[config.mk]
export PLATFORM = sky130hd
export DESIGN_NAME = hazard_fwd_unit_flat
export DESIGN_NICKNAME = d
export VERILOG_FILES = /design/src/rtl/hazard_fwd_unit_if.sv /design/src/rtl/hazard_fwd_unit.sv /design/src/flat_wrapper.sv
export SDC_FILE = /design/constraint.sdc
export NUM_CORES = 1
export LEC_CHECK = 0
export ABC_AREA = 1
export BUFFER_PORTS_ARGS = -buffer_cell sky130_fd_sc_hd__buf_2
export CAP_MARGIN = 15
export CORE_MARGIN = 2
export CORE_UTILIZATION = 50
export CTS_CLUSTER_SIZE = 20
export DETAILED_ROUTE_END_ITERATION = 6
export PLACE_DENSITY = 0.78
export SLEW_MARGIN = 20
export SYNTH_ARGS = -nofsm -noshare
export SYNTH_HDL_FRONTEND = slang
export SYNTH_SLANG_ARGS = --single-unit
[constraint.sdc]
create_clock -name clk -period 2.15 [get_ports clk]
set_input_delay 0.43 -clock clk [delete_from_list [all_inputs] [get_ports clk]]
set_output_delay 0.43 -clock clk [all_outputs]
set_load 0.005 [all_outputs]
[src/rtl/hazard_fwd_unit_if.sv]
// Decode-side bundle between the datapath (master) and the hazard/forwarding unit (slave).
interface hazard_fwd_unit_if #(
    parameter int REG_BITS = 5,
    parameter int NUM_SRC  = 2,
    parameter int NSTAGE   = 2,
    parameter int CNT_W    = 16
);
    localparam int SEL_W = $clog2(NSTAGE + 1);

    logic                         id_valid;
    logic [NUM_SRC*REG_BITS-1:0]  id_rs;
    logic [NUM_SRC-1:0]           id_rs_used;
    logic [REG_BITS-1:0]          id_rd;
    logic                         id_regwrite;
    logic                         id_memread;
    logic                         id_branch;
    logic                         id_redirect;

    logic                         stall;
    logic                         bubble_ex;
    logic                         flush_if_id;
    logic [NUM_SRC*SEL_W-1:0]     fwd_sel;
    logic [CNT_W-1:0]             stall_cnt;

    modport master (
        output id_valid, id_rs, id_rs_used, id_rd, id_regwrite, id_memread, id_branch, id_redirect,
        input  stall, bubble_ex, flush_if_id, fwd_sel, stall_cnt
    );

    modport slave (
        input  id_valid, id_rs, id_rs_used, id_rd, id_regwrite, id_memread, id_branch, id_redirect,
        output stall, bubble_ex, flush_if_id, fwd_sel, stall_cnt
    );
endinterface

[src/rtl/hazard_fwd_unit.sv]
// Hazard/forwarding controller: scoreboard of in-flight writers (EX + NSTAGE post-EX stages)
// driving EX forwarding selects, load-use / ID-branch stalls, IF/ID flush and a stall counter.
module hazard_fwd_unit #(
    parameter int REG_BITS   = 5,
    parameter int NUM_SRC    = 2,
    parameter int NSTAGE     = 2,
    parameter int LOAD_STAGE = 2,
    parameter int CNT_W      = 16
) (
    input  logic               clk,
    input  logic               rst,
    hazard_fwd_unit_if.slave   hif
);
    localparam int SEL_W = $clog2(NSTAGE + 1);

    typedef struct packed {
        logic                valid;
        logic                regwrite;
        logic                memread;
        logic [REG_BITS-1:0] rd;
    } slot_t;

    // Index 0 is the EX slot, index k is post-EX stage k.
    slot_t                       slot_q [NSTAGE+1];
    slot_t                       slot_d [NSTAGE+1];
    logic [NUM_SRC*REG_BITS-1:0] ex_rs_q, ex_rs_d;
    logic [NUM_SRC-1:0]          ex_used_q, ex_used_d;
    logic [CNT_W-1:0]            cnt_q, cnt_d;
    logic                        stall;

    function automatic logic writes_reg(slot_t s, logic [REG_BITS-1:0] r);
        return s.valid && s.regwrite && (s.rd != '0) && (s.rd == r);
    endfunction

    always_comb begin : hazard_detect
        logic load_use;
        logic br_stall;
        load_use = 1'b0;
        br_stall = 1'b0;
        for (int unsigned i = 0; i < NUM_SRC; i++) begin
            if (hif.id_rs_used[i]) begin
                for (int unsigned d = 0; d <= NSTAGE; d++) begin
                    if (writes_reg(slot_q[d], hif.id_rs[i*REG_BITS +: REG_BITS])) begin
                        if (slot_q[d].memread && (d + 1 < LOAD_STAGE)) load_use = 1'b1;
                        if (hif.id_branch && (d < NSTAGE))             br_stall = 1'b1;
                    end
                end
            end
        end
        stall = hif.id_valid && (load_use || br_stall);
    end

    always_comb begin : fwd_select
        hif.fwd_sel = '0;
        for (int unsigned i = 0; i < NUM_SRC; i++) begin
            if (slot_q[0].valid && ex_used_q[i]) begin
                // Walk farthest-first so the nearest qualifying stage is the one that sticks.
                for (int unsigned k = NSTAGE; k >= 1; k--) begin
                    if (writes_reg(slot_q[k], ex_rs_q[i*REG_BITS +: REG_BITS]) &&
                        (!slot_q[k].memread || (k >= LOAD_STAGE)))
                        hif.fwd_sel[i*SEL_W +: SEL_W] = SEL_W'(k);
                end
            end
        end
    end

    always_comb begin : next_state
        slot_d[0] = '0;
        ex_rs_d   = ex_rs_q;
        ex_used_d = ex_used_q;
        if (hif.id_valid && !stall) begin
            slot_d[0].valid    = 1'b1;
            slot_d[0].regwrite = hif.id_regwrite;
            slot_d[0].memread  = hif.id_memread;
            slot_d[0].rd       = hif.id_rd;
            ex_rs_d            = hif.id_rs;
            ex_used_d          = hif.id_rs_used;
        end
        for (int unsigned k = 1; k <= NSTAGE; k++) slot_d[k] = slot_q[k-1];
        cnt_d = cnt_q;
        if (stall && (cnt_q != '1)) cnt_d = cnt_q + CNT_W'(1);
    end

    always_ff @(posedge clk) begin
        if (rst) begin
            for (int unsigned k = 0; k <= NSTAGE; k++) slot_q[k] <= '0;
            ex_rs_q   <= '0;
            ex_used_q <= '0;
            cnt_q     <= '0;
        end else begin
            slot_q    <= slot_d;
            ex_rs_q   <= ex_rs_d;
            ex_used_q <= ex_used_d;
            cnt_q     <= cnt_d;
        end
    end

    assign hif.stall       = stall;
    assign hif.bubble_ex   = stall;
    assign hif.flush_if_id = hif.id_valid && hif.id_redirect && !stall;
    assign hif.stall_cnt   = cnt_q;
endmodule

[src/flat_wrapper.sv]
// flat-port wrapper written by rule: the top's interface ports become plain ports
module hazard_fwd_unit_flat 
#(
    parameter int REG_BITS   = 5,
    parameter int NUM_SRC    = 2,
    parameter int NSTAGE     = 2,
    parameter int LOAD_STAGE = 2,
    parameter int CNT_W      = 16
)
  (clk, rst, hif_id_valid, hif_id_rs, hif_id_rs_used, hif_id_rd, hif_id_regwrite, hif_id_memread, hif_id_branch, hif_id_redirect, hif_stall, hif_bubble_ex, hif_flush_if_id, hif_fwd_sel, hif_stall_cnt);
  hazard_fwd_unit_if #(.REG_BITS(REG_BITS), .NUM_SRC(NUM_SRC), .NSTAGE(NSTAGE), .CNT_W(CNT_W)) hif_i ();
  input  logic clk;
  input  logic rst;
  input wire logic [$bits(hif_i.id_valid)-1:0] hif_id_valid;
  input wire logic [$bits(hif_i.id_rs)-1:0] hif_id_rs;
  input wire logic [$bits(hif_i.id_rs_used)-1:0] hif_id_rs_used;
  input wire logic [$bits(hif_i.id_rd)-1:0] hif_id_rd;
  input wire logic [$bits(hif_i.id_regwrite)-1:0] hif_id_regwrite;
  input wire logic [$bits(hif_i.id_memread)-1:0] hif_id_memread;
  input wire logic [$bits(hif_i.id_branch)-1:0] hif_id_branch;
  input wire logic [$bits(hif_i.id_redirect)-1:0] hif_id_redirect;
  output wire logic [$bits(hif_i.stall)-1:0] hif_stall;
  output wire logic [$bits(hif_i.bubble_ex)-1:0] hif_bubble_ex;
  output wire logic [$bits(hif_i.flush_if_id)-1:0] hif_flush_if_id;
  output wire logic [$bits(hif_i.fwd_sel)-1:0] hif_fwd_sel;
  output wire logic [$bits(hif_i.stall_cnt)-1:0] hif_stall_cnt;
  assign hif_i.id_valid = hif_id_valid;
  assign hif_i.id_rs = hif_id_rs;
  assign hif_i.id_rs_used = hif_id_rs_used;
  assign hif_i.id_rd = hif_id_rd;
  assign hif_i.id_regwrite = hif_id_regwrite;
  assign hif_i.id_memread = hif_id_memread;
  assign hif_i.id_branch = hif_id_branch;
  assign hif_i.id_redirect = hif_id_redirect;
  assign hif_stall = hif_i.stall;
  assign hif_bubble_ex = hif_i.bubble_ex;
  assign hif_flush_if_id = hif_i.flush_if_id;
  assign hif_fwd_sel = hif_i.fwd_sel;
  assign hif_stall_cnt = hif_i.stall_cnt;
  hazard_fwd_unit #(.REG_BITS(REG_BITS), .NUM_SRC(NUM_SRC), .NSTAGE(NSTAGE), .LOAD_STAGE(LOAD_STAGE), .CNT_W(CNT_W)) u_core (.clk(clk), .rst(rst), .hif(hif_i));
endmodule
==> reports/metrics.csv, run 1 <==
metric,value,unit
grt_pass1_vias,2615,
wl_met2,3.212,mm
finalCritPeriodShare,96.34,%
skew,0.01341,ns
gp_congestion,0.9088,
synth_area_leaders,"dfxtp_1 36%, nand2_1 14%, nor2_1 12%",
synth_cells,438,
numCtsBuffers,5,
status,"complete, no violations",
syn_avg_cell_area,6.436,um^2
fin_crit,2.071,ns
yosysMostFrequentCell,nand2_1,
clock_path_buffers,2,
grt_overflow,0,
synthArstFlopShare,0,%
synth_top_cell_area_share,36.22,%
syn_to_final_growth,17.40,%
boundaryPins,47,
synth_area_leader_cell,dfxtp_1,
route.detailed.drc,0,
finish.utilization,60.47,%
dp.cells,553,
setup_ws,0.07863,ns
fp.dieArea,6254,um^2
synth_ff_type,dfxtp_1,
antenna_found_initial,0,
syn_area,2819,um^2
worstPathRequired,1.72,ns
fin_nets,519,
synth_cell_types,32,
wl_met1,3.414,mm
root_buffer,clkbuf_8,
cts_sinks,51,
die_x,79.09,um
path_max_fanout,8,
tightest_slew,0.4937,ns
hold_path_class,in -> reg,
whs,0.3273,ns
grt_max_degree,29,
ys_ff_latch,51,
postRouteAntennaNets,0,
first_pass_iters,5,
n_antenna_cell,0,
p_per_area,534.0,nW/um^2
drv_cap,0,
wirelength,7.328,mm
drive_gt1_share,19.84,%
max_freq,482.8,MHz
cts_tree,built,
synth_edf_count,0,
vias_per_cell,5.152,
worstSetupPathType,reg -> out,
ir_drop,0.2998,mV
finalHoldViolCount,0,
hpwl,5.238,mm
report.final.slew_viol_count,0,
ys_seq_area_share,36.22,%
synthesis.nets,463,
initialDrtViolationCount,292,
r2r_slack,0.15,ns
clk_latency,0.31,ns
startpoint_type,flip-flop,
end_kind,primary output,
met3WireLength,599,um
dp_slack,0.1057,ns
max_slew_margin,67.05,%
h-tree-depth,2,
leakage,0.001631,uW
clkSlewWorstSetupHoldPaths,0.09,ns
arrival,1.64,ns
track_usage,24.27,%
routedWlPerCell,12.95,um
vias,2916,
synth_warnings,0,
design.core.area,5473,um^2
port-buffer-count,46,
initial_core_util,51.51,%
routed.top_layer,met4,
final_cell_count_no_fill,566,
die_h,79.09,um
synthTopCellsByCount,"107 x nand2_1, 88 x nor2_1, 54 x inv_1",
rows,27,
grt_first_pass_wirelength,12.05,mm
setup_viol,0,
## logic make-up (layout without fill, tap and decap cells)
family | count (synthesis) | after routing | synth area share (%)
xor gates and xnor gates | 17 | 17 | 5.282
buffers and inverters | 74 | 128 | 10.56
and+or+nand+nor | 259 | 261 | 40.70
adders and majority gates | 1 | 1 | 0.4438
DFF | 51 | 51 | 36.22
AOI/OAI and AO/OA | 36 | 36 | 6.791
## critical path, cell delays in order, from the launching register on
cell	delay [ns]
dfxtp_1	0.37
inv_2	0.09
nand4_1	0.10
nand3_1	0.15
nand3b_1	0.21
nor3_2	0.14
and3_1	0.17
buf_2	0.11
## flip-flops by register name, indices dropped and copies added, names as in the netlist
name,count
u_core.slot_q,7
u_core.ex_rs_q,10
u_core.slot_d,16
u_core.hif.stall_cnt,16
u_core.ex_used_q,2
## metal layers
metal / global-route usage (%) / vias to the layer above
li1: - / 1485
met4: 7.069 / 0
met3: 3.977 / 12
met5: 0 / -
met1: 34.62 / 1310
met2: 37.80 / 109
## placed cells by master (no fill, tap or decap), drive strengths merged
master / n
nand2: 110
nor2: 89
inv: 62
buf: 59
dfxtp: 51
nand4: 24
nand3: 20
a21oi: 17
o21ai: 14
xor2: 13
nor3: 11
clkbuf: 6
xnor2: 4
or2: 4
o22ai: 2
o211ai: 1
o2111ai: 1
nand3b: 1
and3: 1
nor4: 1
a22oi: 1
ha: 1
clkinv: 1
## what timing repair did
action	in CTS	in global routing
buffers inserted	0	4
resized for setup	2	9
setup endpoints to repair	1	21
hold buffers	0	0
gates cloned	0	2
pin swaps	0	1
## power breakdown
group	switching, uW	internal, uW	total (uW)	leakage [uW]
registers	33.0	973	1010	0.000419
logic	122	76.9	199	0.00116
clock network	309	253	562	0.0000470
total	464	1300	1770	0.00163
## metrics by stage
step	setup TNS [ns]	power, uW	cell area (um^2)
finish	0	1767	3309
floorplan	0	1144	2819
global placement	0	1214	3142
detailed placement	0	1217	3142
global route	-0.05216	1833	3309
CTS	0	1768	3232
## final timing paths
| path | start | end | depth (start not counted) |
|---|---|---|---|
| hold reg to reg | u_core.slot_d[13]$_SDFF_PP0_ | u_core.slot_d[5]$_SDFF_PP0_ | 2 |
| hold / removal | hif_id_rd[4] | u_core.slot_d[12]$_SDFF_PP0_ | 3 |
| setup / recovery | u_core.slot_d[2]$_SDFF_PP0_ | hif_fwd_sel[0] | 7 |
| setup reg to reg | u_core.hif.stall_cnt[0]$_SDFFE_PP0P_ | u_core.hif.stall_cnt[10]$_SDFFE_PP0P_ | 9 |
## area by class of cell
type / instances / area (um^2)
fill: 523 / 2163
multi-input combinational: 315 / 1543
sequential: 51 / 1028
timing repair buffer: 59 / 327.8
inverter: 62 / 232.7
tap: 72 / 90.09
clock buffer: 6 / 82.58
clock inverter: 1 / 5.005
Note: power is estimated with default switching activity, not from simulation.
==> run 2, diff against run 1 <==
Settings changed: PLACE_DENSITY 0.78 to default, PLACE_DENSITY_LB_ADDON from default to 0.05.
==> run 2 against run 1 <==
Compared with the run above:
- first-iteration DRC count shrank 44%
- sequential power barely moved
- global-route usage increased by 0.27 points
- clock-buffer cell count unchanged
- flip-flop and latch count unchanged
- critical path depth is the same
- non-clock buffer count shrank 4
- largest power group unchanged
==> reports/metrics.csv, run 2 (synthesis results as in run 1) <==
metric,value,unit
status,"complete, no violations",
finalHoldViolCount,0,
hold_path_class,in -> reg,
rsz0062_at_grt,yes,
vias,2876,
die_x,79.09,um
route.detailed.drc,0,
reg2reg_from,u_core.slot_d[1]$_SDFF_PP0_,
grt_first_pass_wirelength,12.01,mm
cpMaxStageDelayCell,dfxtp_2,
clkSlewWorstSetupHoldPaths,0.09,ns
end_kind,primary output,
reg2reg_to,u_core.slot_d[13]$_SDFF_PP0_,
p_total,1746,uW
root_buffer,clkbuf_8,
hpwl,5.541,mm
layout_commonest_cell,nand2_1,
p_per_area,534.4,nW/um^2
critPathMaxStageDelay,0.42,ns
setup_viol,0,
startpoint_type,flip-flop,
fp.dieArea,6254,um^2
worstPathCellList,nor2_1 -> nand4_1 -> nand3_2 -> nand3b_1 -> nor3_2 -> and3_1 -> buf_2,
initial_core_util,51.51,%
tightest_slew,0.5633,ns
finalSetupTns,0,ns
ir_drop,0.3597,mV
max_freq,485.7,MHz
dp_slack,0.1341,ns
finalCritPeriodShare,95.76,%
first_pass_iters,4,
h-tree-depth,2,
path_max_fanout,7,
layout_common_cells,"107 x nand2_1, 84 x nor2_1, 54 x inv_1, 46 x buf_2, 43 x dfxtp_1",
fillCellCount,533,
cp-endpoint,hif_fwd_sel[0],
grt_pass1_vias,2498,
drv_cap,0,
max_slew_margin,62.40,%
drive_gt1_share,19.84,%
grt_overflow,0,
crit_start,u_core.slot_d[1]$_SDFF_PP0_,
report.final.slew_viol_count,0,
initialDrtViolationCount,163,
seqCellArea,1033,um^2
routedWlPerCell,12.96,um
n_antenna_cell,0,
syn_to_final_growth,15.89,%
clk_latency,0.31,ns
clock_path_buffers,2,
worstPathRequired,1.72,ns
wirelength,7.272,mm
holdBufCountCts,0,
boundaryPins,47,
rows,27,
design.core.area,5473,um^2
postRouteAntennaNets,0,
multi_input_area,1525,um^2
gp_congestion,0.8418,
antenna_found_initial,0,
worst-r2r-cell-count,9,
port-buffer-count,46,
r2r_slack,0.25,ns
track_usage,24.54,%
grt_max_degree,29,
worstSetupPathType,reg -> out,
setup_ws,0.09116,ns
fin_crit,2.059,ns
leakage,0.001613,uW
numCtsBuffers,5,
skew,0.008211,ns
arrival,1.63,ns
cts_tree,built,
die_h,79.09,um
cts_sinks,51,
vias_per_cell,5.127,
fin_nets,513,
run 2: critical path, delay by kind of cell (launching register included):
| family | cells | cell delay [ns] |
|---|---|---|
| buffers and inverters | 1 | 0.10 |
| DFF | 1 | 0.42 |
| and+or+nand+nor | 6 | 0.81 |
run 2: final cells by class:
cell class	instances	area share [%]
clock buffer	6	2.221
clock inverter	2	0.3830
inverter	62	7.200
multi-input combinational	313	46.69
sequential	51	31.64
tap	72	2.758
timing repair buffer	55	9.115
run 2: timing repair:
action,4_1_cts,5_1_grt
gates resized for setup,4,13
setup buffers,0,0
pin swaps,0,2
setup endpoints to repair,5,7
run 2: through the flow:
| step | cell area, um^2 | hold WS, ns | util (%) | std cells |
|---|---|---|---|---|
| 2_1_floorplan | 2819 | 0.4032 | - | 438 |
| 3_3_place_gp | 3142 | 0.4145 | 57.41 | 553 |
| 3_5_place_dp | 3142 | 0.4103 | 57.41 | 553 |
| 4_1_cts | 3237 | 0.3216 | 59.14 | 561 |
| 5_1_grt | 3267 | 0.3180 | 59.69 | 561 |
| 6_report | 3267 | 0.3217 | 59.69 | 561 |
run 2: power by group:
group / total, uW / switching [uW] / internal, uW
combinational: 197 / 121 / 76.5
clock: 543 / 315 / 228
sequential: 1010 / 32.9 / 973
run 2: worst min-delay path by stage:
stage | start | end | slack [ns] | cells after the start
2_1_floorplan | u_core.slot_d[7]$_SDFF_PP0_ | u_core.slot_q[7]$_SDFF_PP0_ | 0.40 | 2
3_3_place_gp | u_core.slot_d[7]$_SDFF_PP0_ | u_core.slot_q[7]$_SDFF_PP0_ | 0.41 | 2
3_5_place_dp | u_core.slot_d[7]$_SDFF_PP0_ | u_core.slot_q[7]$_SDFF_PP0_ | 0.41 | 2
4_1_cts | hif_id_memread | u_core.slot_d[13]$_SDFF_PP0_ | 0.32 | 3
5_1_grt | hif_id_rd[3] | u_core.slot_d[11]$_SDFF_PP0_ | 0.32 | 3
6_report | hif_id_rd[0] | u_core.slot_d[8]$_SDFF_PP0_ | 0.32 | 3
run 2: routing by layer:
layer | vias to the layer above | share of wire, % | track usage (%)
met2 | 88 | 43 | 35.42
li1 | 1483 | - | -
met4 | 0 | 0.99 | 7.586
met3 | 9 | 5.7 | 4.205
met1 | 1296 | 51 | 37.06
met5 | - | 0 | 0
==> run 3, diff against run 2 <==
Settings changed: REMOVE_ABC_BUFFERS from default to 1.
Clock period 2.15 ns to 2.37 ns, I/O delays scaled along.
==> run 3 against run 2 <==
Compared with the run above:
- clock power up 14%
- clock skew about the same
- first-iteration DRC count up 39%
- critical path type unchanged
- highest routed layer unchanged
==> reports/metrics.csv, run 3 (synthesis results as in run 1) <==
metric,value,unit
status,"complete, no violations",
setup_viol,0,
grt_max_degree,29,
path_max_fanout,5,
port-buffer-count,46,
clk_latency,0.31,ns
finalSetupTns,0,ns
rows,27,
syn_to_final_growth,15.49,%
cts_sinks,51,
worstPathCellList,inv_2 -> nand4_1 -> nand3_2 -> nor2_1 -> nand2_1 -> nand2_2 -> inv_2 -> nor2_1 -> buf_2,
h-tree-depth,2,
final_area,3256,um^2
ir_drop,0.2576,mV
gp_congestion,0.8871,
root_buffer,clkbuf_8,
layout_common_cells,"107 x nand2_1, 88 x nor2_1, 54 x inv_1, 48 x dfxtp_1, 46 x buf_2",
fin_crit,2.196,ns
initialDrtViolationCount,226,
p_per_area,523.2,nW/um^2
critPathMaxStageDelay,0.41,ns
clock_path_buffers,2,
rsz0062_at_grt,no,
die_h,79.09,um
end_kind,primary output,
route.detailed.drc,0,
max_slew_margin,65.10,%
holdBufCountCts,0,
track_usage,24.05,%
numCtsBuffers,5,
tightest_slew,0.5230,ns
design.core.area,5473,um^2
postRouteAntennaNets,0,
grt_pass1_vias,2513,
fin_nets,512,
grt_first_pass_wirelength,11.90,mm
drive_gt1_share,17.62,%
vias_per_cell,5.066,
first_pass_iters,5,
die_x,79.09,um
arrival,1.72,ns
drv_cap,0,
finalHoldViolCount,0,
initial_core_util,51.51,%
report.final.slew_viol_count,0,
skew,0.008706,ns
cpMaxStageDelayCell,dfxtp_2,
vias,2837,
cts_tree,built,
place_area,3134,um^2
leakage,0.001617,uW
wirelength,7.111,mm
grt_overflow,0,
finalCritPeriodShare,92.66,%
boundaryPins,47,
startpoint_type,flip-flop,
setup_ws,0.1740,ns
hpwl,5.460,mm
fillCellCount,559,
whs,0.3636,ns
finish.utilization,59.49,%
max_freq,455.4,MHz
routedWlPerCell,12.70,um
worstPathRequired,1.90,ns
hold_path_class,in -> reg,
n_antenna_cell,0,
worstSetupPathType,reg -> out,
antenna_found_initial,0,
clkSlewWorstSetupHoldPaths,0.09,ns
dp_slack,0.2984,ns
layout_commonest_cell,nand2_1,
fp.dieArea,6254,um^2
## run 3: cell count changes in the layout (fill, tap and decap cells not counted), moves of 2 or more
cell / previous run / this run
nor2_1: 84 / 88
dfxtp_2: 7 / 3
nor3_2: 2 / 0
nor3_1: 7 / 9
nor2_2: 5 / 1
dfxtp_1: 43 / 48
## run 3: metrics by stage
stage / total power (uW) / cells
2_1_floorplan: 1025 / 426
3_3_place_gp: 1103 / 552
3_5_place_dp: 1104 / 552
4_1_cts: 1707 / 560
5_1_grt: 1775 / 560
6_report: 1703 / 560
## run 3: metal layers
metal / track usage, % / vias up / wire length [um]
li1: - / 1476 / -
met1: 36.35 / 1255 / 3618
met2: 35.76 / 98 / 3002
met3: 4.205 / 8 / 407
met4: 5.172 / 0 / 83
met5: 0 / - / 0
## run 3: where the power goes
group	internal, uW	switching [uW]
combinational	69.2	106
clock	315	302
sequential	883	28.2
## run 3: final timing paths
check                                                          start                                    to  slack, ns  depth (start not counted)
worst min register to register          u_core.slot_d[13]$_SDFF_PP0_           u_core.slot_d[5]$_SDFF_PP0_       0.43                          2
worst max register to register  u_core.hif.stall_cnt[0]$_SDFFE_PP0P_  u_core.hif.stall_cnt[0]$_SDFFE_PP0P_       0.43                         10
worst min-delay path                                 hif_id_regwrite          u_core.slot_d[14]$_SDFF_PP0_       0.36                          3
worst max-delay path                     u_core.slot_d[4]$_SDFF_PP0_                         hif_bubble_ex       0.17                          9
## run 3: layout make-up
class	instances	area [um^2]	area share, %
multi-input combinational	313	1505	46.23
sequential	51	1025	31.48
tap	72	90.09	2.767
clock inverter	3	43.79	1.345
inverter	62	232.7	7.148
timing repair buffer	54	290.3	8.916
clock buffer	5	68.82	2.114
## run 3: critical path, delay by kind of cell, from the launching register on
kind | cells | cell delay [ns]
simple gates | 6 | 0.71
flops | 1 | 0.41
buf+inv | 3 | 0.28
## run 3: what timing repair did
item                       in CTS  in global routing
setup buffers                   0                  0
gates resized for setup         0                  4
setup endpoints to repair       0                  5
